`src/rtl/bus_datapath.sv`:
```
// Register-and-bus datapath of the 8-bit breadboard CPU: OR-resolved bus, PC, MAR, 16x8 RAM, IR, A/B, ALU, output register.
// Optional build macro BUS_DATAPATH_CONTENTION_EN adds a sticky bus contention flag on bus_err.
module bus_datapath #(
  parameter int RAM_DEPTH = 16
) (
  input  logic       clk,
  input  logic       rst,
  input  logic       hlt,
  input  logic       mi,
  input  logic       ri,
  input  logic       ro,
  input  logic       io,
  input  logic       ii,
  input  logic       ai,
  input  logic       ao,
  input  logic       sumo,
  input  logic       sub,
  input  logic       bi,
  input  logic       oi,
  input  logic       ce,
  input  logic       co,
  input  logic       j,
  input  logic       prog_we,
  input  logic [3:0] prog_addr,
  input  logic [7:0] prog_data,
  output logic [7:0] insn,
  output logic [7:0] out_val,
  output logic       halted,
  output logic       alu_carry,
  output logic [7:0] bus_dbg,
  output logic       bus_err
);

  logic [7:0] ram_q [RAM_DEPTH];

  logic [3:0] pc_q, pc_d;
  logic [3:0] mar_q, mar_d;
  logic [7:0] ir_q, ir_d;
  logic [7:0] a_q, a_d;
  logic [7:0] b_q, b_d;
  logic [7:0] out_q, out_d;
  logic       halted_q, halted_d;

  logic [7:0] bus_s;
  logic [7:0] b_op_s;
  logic [8:0] sum_s;
  logic       ram_we_s;
  logic [3:0] ram_waddr_s;
  logic [7:0] ram_wdata_s;

  // Adder/subtractor: subtraction is A + ~B + 1, so carry out means A >= B.
  always_comb begin
    if (sub) begin
      b_op_s = ~b_q;
    end else begin
      b_op_s = b_q;
    end
    sum_s = {1'b0, a_q} + {1'b0, b_op_s} + {8'h00, sub};
  end

  // Bus resolution: every enabled driver is ORed in, an idle bus reads 0.
  always_comb begin
    bus_s = 8'h00;
    if (ro) begin
      bus_s = bus_s | ram_q[mar_q];
    end else begin
      bus_s = bus_s;
    end
    if (io) begin
      bus_s = bus_s | {4'h0, ir_q[3:0]};
    end else begin
      bus_s = bus_s;
    end
    if (ao) begin
      bus_s = bus_s | a_q;
    end else begin
      bus_s = bus_s;
    end
    if (sumo) begin
      bus_s = bus_s | sum_s[7:0];
    end else begin
      bus_s = bus_s;
    end
    if (co) begin
      bus_s = bus_s | {4'h0, pc_q};
    end else begin
      bus_s = bus_s;
    end
  end

  // Next-state for the control-line registers; everything freezes once halted.
  always_comb begin
    pc_d     = pc_q;
    mar_d    = mar_q;
    ir_d     = ir_q;
    a_d      = a_q;
    b_d      = b_q;
    out_d    = out_q;
    halted_d = halted_q | hlt;
    if (!halted_q) begin
      if (mi) begin
        mar_d = bus_s[3:0];
      end else begin
        mar_d = mar_q;
      end
      if (ii) begin
        ir_d = bus_s;
      end else begin
        ir_d = ir_q;
      end
      if (ai) begin
        a_d = bus_s;
      end else begin
        a_d = a_q;
      end
      if (bi) begin
        b_d = bus_s;
      end else begin
        b_d = b_q;
      end
      if (oi) begin
        out_d = bus_s;
      end else begin
        out_d = out_q;
      end
      if (j) begin
        pc_d = bus_s[3:0];
      end else if (ce) begin
        pc_d = pc_q + 4'd1;
      end else begin
        pc_d = pc_q;
      end
    end else begin
      pc_d = pc_q;
    end
  end

  // Single RAM write port: the program loader wins over ri and works even while halted or in reset.
  always_comb begin
    if (prog_we) begin
      ram_we_s    = 1'b1;
      ram_waddr_s = prog_addr;
      ram_wdata_s = prog_data;
    end else if (ri && !halted_q && !rst) begin
      ram_we_s    = 1'b1;
      ram_waddr_s = mar_q;
      ram_wdata_s = bus_s;
    end else begin
      ram_we_s    = 1'b0;
      ram_waddr_s = mar_q;
      ram_wdata_s = bus_s;
    end
  end

  // RAM array has no reset so program contents survive rst.
  always_ff @(posedge clk) begin
    if (ram_we_s) begin
      ram_q[ram_waddr_s] <= ram_wdata_s;
    end
  end

  // Architectural registers with asynchronous clear.
  always_ff @(posedge clk or posedge rst) begin
    if (rst) begin
      pc_q     <= 4'h0;
      mar_q    <= 4'h0;
      ir_q     <= 8'h00;
      a_q      <= 8'h00;
      b_q      <= 8'h00;
      out_q    <= 8'h00;
      halted_q <= 1'b0;
    end else begin
      pc_q     <= pc_d;
      mar_q    <= mar_d;
      ir_q     <= ir_d;
      a_q      <= a_d;
      b_q      <= b_d;
      out_q    <= out_d;
      halted_q <= halted_d;
    end
  end

`ifdef BUS_DATAPATH_CONTENTION_EN
  logic [2:0] drv_cnt_s;
  logic       bus_err_q, bus_err_d;

  // Count active bus drivers; two or more latch the sticky error regardless of halt.
  always_comb begin
    drv_cnt_s = {2'b00, ro} + {2'b00, io} + {2'b00, ao} + {2'b00, sumo} + {2'b00, co};
    bus_err_d = bus_err_q | (drv_cnt_s >= 3'd2);
  end

  // Sticky contention flag.
  always_ff @(posedge clk or posedge rst) begin
    if (rst) begin
      bus_err_q <= 1'b0;
    end else begin
      bus_err_q <= bus_err_d;
    end
  end

`ifndef SYNTHESIS
  // Simulation warning for each contention event.
  always_ff @(posedge clk) begin
    if (!rst && (drv_cnt_s >= 3'd2)) begin
      $display("bus_datapath: warning, %0d bus drivers active, bus=%02h", drv_cnt_s, bus_s);
    end
  end
`endif

  assign bus_err = bus_err_q;
`else
  assign bus_err = 1'b0;
`endif

  assign insn      = ir_q;
  assign out_val   = out_q;
  assign halted    = halted_q;
  assign alu_carry = sum_s[8];
  assign bus_dbg   = bus_s;

endmodule
```
`config.mk`:
```
export PLATFORM = sky130hd
export DESIGN_NAME = bus_datapath
export DESIGN_NICKNAME = d
export VERILOG_FILES = /design/src/rtl/bus_datapath.sv
export SDC_FILE = /design/constraint.sdc
export NUM_CORES = 1
export LEC_CHECK = 0
export ABC_CLOCK_PERIOD_IN_PS = 5210
export BUFFER_PORTS_ARGS = -buffer_cell sky130_fd_sc_hd__buf_2
export CAP_MARGIN = 20
export CORE_MARGIN = 2
export CORE_UTILIZATION = 67
export CTS_BUF_LIST = sky130_fd_sc_hd__clkbuf_8
export DETAILED_ROUTE_END_ITERATION = 16
export GPL_ROUTABILITY_DRIVEN = 0
export PLACE_DENSITY = 0.95
export SLEW_MARGIN = 20
export SYNTH_ARGS = -nofsm -noshare
export SYNTH_HDL_FRONTEND = slang
export SYNTH_SLANG_ARGS = --single-unit
export TNS_END_PERCENT = 20
```
`constraint.sdc`:
```
create_clock -name clk -period 5.21 [get_ports clk]
set_input_delay 1.042 -clock clk [delete_from_list [all_inputs] [get_ports clk]]
set_output_delay 1.042 -clock clk [all_outputs]
set_load 0.1 [all_outputs]
```
=== Word-level counts from Yosys, hierarchy flattened ===
Memory sizes are Yosys's and may differ from the RTL's.
Index checks and enable logic that the tools add are counted.
Widths: inputs -> output; s select.

* Bits in registers: 41
* Memory bits (writable): 128
* Input bits: 30
* Output and inout port bits: 27
* Logic and storage cells: 43
* Memories kept: 1

{| class="wikitable"
|+ Memories
! memory !! depth !! width !! rd ports !! clocked after Yosys merged registers in !! wr ports !! line !! source
|-
| ram_q || 16 || 8 || 1 || 0 || 1 || 34 || <nowiki>logic [7:0] ram_q [RAM_DEPTH];</nowiki>
|}

* $add $sub $neg: 3
* Multiplexer cells: 14
* Bitwise operators: 7
* Reduce and logical (&&, ||, !) cells: 11

{| class="wikitable"
|+ Operators by type and width
! kind !! number
|-
| $mux 8 || 7
|-
| $or 8x4->8 || 2
|-
| $or 8x8->8 || 2
|-
| $mux 4 || 3
|-
| $reduce_and 2->1 || 6
|-
| $add 8x8->9 || 1
|-
| $add 9x1->9 || 1
|-
| $not 8->8 || 1
|-
| $add 4x1->4 const B || 1
|-
| $mux 1 || 4
|-
| $logic_and 1x1->1 || 2
|-
| $logic_not 1->1 || 2
|-
| $reduce_bool 2->1 || 1
|-
| $not 1->1 || 1
|-
| $or 1x1->1 || 1
|}

=== Longest topological paths before layout ===
An unclocked memory read counts as a cell.

* Word-level depth: 11
* Mapped depth: 10

=== Least setup slack after synthesis ===
Ideal clock, no wire load.

* Path type: input-to-output
* Start point: input sub
* End point: output bus_dbg[6]
* Arrival time: 3.368 ns
* Slack: 0.800 ns
* Stages: 9
* Path buffers: 1
* Cells stage by stage: buf_2 > xor2_1 > ha_1 > nor2b_1 > o31a_1 > o21a_1 > or3_1 > a31oi_1 > inv_1

* Cells in the longest elaborated chain, start to end: 7

{| class="wikitable"
|+ Ends and longest elaborated chain
! item !! line !! source
|-
| start, declared || 17 || <nowiki>input logic sub,</nowiki>
|-
| $mux 8 || 53 || <nowiki>if (sub) begin</nowiki>
|-
| $add 8x8->9 || 58 || <nowiki>sum_s = {1'b0, a_q} + {1'b0, b_op_s} + {8'h00, sub};</nowiki>
|-
| $add 9x1->9 * || 58 ||
|-
| $or 8x8->8 * || 80 || <nowiki>bus_s = bus_s | sum_s[7:0];</nowiki>
|-
| $mux 8 * || 79 || <nowiki>if (sumo) begin</nowiki>
|-
| $or 8x4->8 || 85 || <nowiki>bus_s = bus_s | {4'h0, pc_q};</nowiki>
|-
| $mux 8 * || 84 || <nowiki>if (co) begin</nowiki>
|-
| end, declared || 30 || <nowiki>output logic [7:0] bus_dbg,</nowiki>
|}

Mark *: on every way between the ends. The rest lies on a longest branch, timed or not.

=== Final worst setup path ===
Ends and elaborated chain as after synthesis.

==> metrics.txt <==
RSZ-0062 raised after global routing false; Final Max Slew Viols 0; cell area after layout 8140 µm²; count of flip-flops with a built-in enable after synthesis 128; post-synthesis mux area share 11.8%; DR WL/cell 23.0 µm; Clock Latency Late Sink 0.47 ns; worst r2r src mar_q[1]; most numerous cell in the Yosys netlist edfxtp_1; Combinational Power Share 26.9%; DR pass1 iterations 5; worst hold stages 2; CTS max path bufs 2; Primary FF master, synth edfxtp_1; Die Width 108 µm; Final Critical Period 4.54 ns; total negative slack 0 ns; Mapped Area 7300 µm²; # hold bufs at CTS 0; internal power 2.17 mW; final WL 16,800 µm; number of global-route vias before repair 4,700; hold worst-path end out_val[1]; asr flop ratio synth 24.3%; CP max FO 8; Post-Synthesis Cells 517; clock transition at the registers of the reported paths 0.10 ns; yosys warns 0; crit path capture type output port; VDD IR max 0.264 mV; Reg2Reg Setup Slack 2.01 ns; Final setup violation count 0; clk_skew 0.0208 ns; Syn Area/Cell 14.1 µm²; Final HPWL DP 11,400 µm; part of the power in registers 47.2%; Setup Buffers After CTS 0; max_cap viols 0; sequential share of the synthesized area 66.7%; CTS tree built; Core ar. 10,700 µm²; #FFs+latches synth 169; Post-Syn Nets 556; fillers 620; Die ar. 11,800 µm²; clock sinks 169; Synth-to-Final Area Change 11.4%; n_diodes 0; Total GRT Usage 30.0%; layout cells sized above 1 22.9%; most frequent cells after synthesis edfxtp_1, nand2_1, nor2_1; worst hold path class flip-flop to flip-flop; antenna-violating nets left 0; Worst Path Arrival 3.50 ns; sw frac 37.2%; synth unique cells 48; root buf cell clkbuf_8; Hold Crit Start out_val[1]; Max Fclk 220 MHz; Pwr per Cell Area 425 nW/µm²; RR Endpoint ram_q[2][6]; Yosys top cell by area edfxtp_1; Worst slew margin 33.2%; CP Data Required Time 4.17 ns; Initial Util 68.0%; CTS Buf Count 17; leakage power 3.00 nW; DR vias/cell 6.60; actual transition at the worst max-transition pin 0.999 ns; PortBufs 55; Die H 108 µm; vias 4,819; first-pass GRT wire length 25,300 µm; reg2reg path depth 8; adder-cell share of the synthesized area 1.64%; initial antenna violation count 0; htree depth 4; Crit Path Category primary input to output port; Simple-Gate Fraction of Synth Area 8.12%; Yosys top cell area share 52.6%; area fraction in compound gates after synthesis 8.00%; Post-DP Area 7700 µm²; top cells by area, synth edfxtp_1, dfrtp_1, mux4_2, mux2i_1, nand2_1; io pins 57; # nets final 616; main combinational cell family by area after synthesis multiplexers; DR iter-0 viols 617; DRC errors left 0; GRT Residual Overflow 0; Post-Synth XOR/XNOR Area 1.32%; crit share post-route 87.1%; num rows 38; post-cts sizing count 0; net switching power 1.29 mW; pin count of the biggest net entering global routing 42; clock network power share 25.9%; startpoint class of the critical path primary input; Final Hold Fails 0; status completed
layout make-up:
class,count,area (µm²),share of cell area (%)
sequential,169,4870,59.8
multi-input combinational,310,2290,28.1
timing repair buffer,64,363,4.46
clock buffer,17,234,2.87
tap,140,175,2.15
clock inverter,15,153,1.88
inverter,15,56.3,0.692
critical path, stage by stage:
cell and delay [ns]:
buf_2 0.21, xor2_1 0.18, ha_1 0.31, nor2b_1 0.18, o31a_1 0.25, o21a_1 0.20, o21ai_0 0.32, a31oi_1 0.16
buf_4 0.18, inv_1 0.04, buf_2 0.41
flip-flops by register name, indices dropped and copies added, names as in the netlist:
signal,cells
ram_q,128
a_q,8
b_q,8
insn,8
out_val,8
mar_q,4
pc_q,4
halted,1
metrics by stage:
stage / power (mW) / util [%] / std cells / hold WS, ns / worst slack [ns]
final: 3.46 / 75.8 / 730 / 0.487 / 0.671
after global routing: 3.57 / 75.8 / 730 / 0.522 / 0.564
after CTS: 3.44 / 75.3 / 729 / 0.494 / 0.597
after detailed placement: 2.57 / 71.7 / 697 / 0.471 / 0.803
after global placement: 2.52 / 71.7 / 697 / 0.455 / 0.917
after floorplan: 2.34 / - / 517 / 0.468 / 0.800
power groups by stage:
| stage | registers, mW | clock network [mW] | logic [mW] |
|---|---|---|---|
| after floorplan | 1.75 | 0 | 0.585 |
| after global placement | 1.67 | 0 | 0.854 |
| after detailed placement | 1.67 | 0 | 0.893 |
| after CTS | 1.64 | 0.899 | 0.900 |
| after global routing | 1.64 | 0.945 | 0.984 |
| final | 1.64 | 0.895 | 0.931 |
cells in the final DEF, fill, tap and decap left out, types with 4 or more instances in the layout:
master	count
edfxtp_1	128
nand2_1	60
buf_2	55
nor2_1	45
dfrtp_1	40
o21ai_0	36
mux2i_1	28
mux4_2	25
a21oi_1	22
clkbuf_8	17
inv_1	13
nand3_1	11
xor2_1	9
nor2b_1	8
ha_1	8
buf_4	8
a21oi_2	7
inv_8	6
a22oi_1	5
a31oi_1	4
kinds of logic (layout without fill, tap and decap cells):
family	after synthesis	count (layout)
adders and majority gates	9	9
DFF	169	169
other	1	1
buffers and inverters	38	111
muxes	55	55
and+or+nand+nor	138	138
xor gates and xnor gates	11	11
AOI/OAI and AO/OA	96	96
worst max-delay path by stage:
stage	start	endpoint	slack, ns	depth (start not counted)
after floorplan	sub	bus_dbg[6]	0.80	9
after global placement	sub	bus_dbg[6]	0.92	11
after detailed placement	sub	bus_dbg[6]	0.80	11
after CTS	mar_q[0]	bus_dbg[6]	0.60	8
after global routing	sub	bus_dbg[6]	0.56	11
final	sub	bus_dbg[6]	0.67	11
metal layers:
metal  up-vias  GRT usage (%)  wire length [µm]
met5         -              0                 0
li1       2051              -                 -
met2       310           50.3              8710
met4         0           13.8               654
met1      2389           38.2              6090
met3        69           5.85              1360
(Power assumes the default switching activity.)
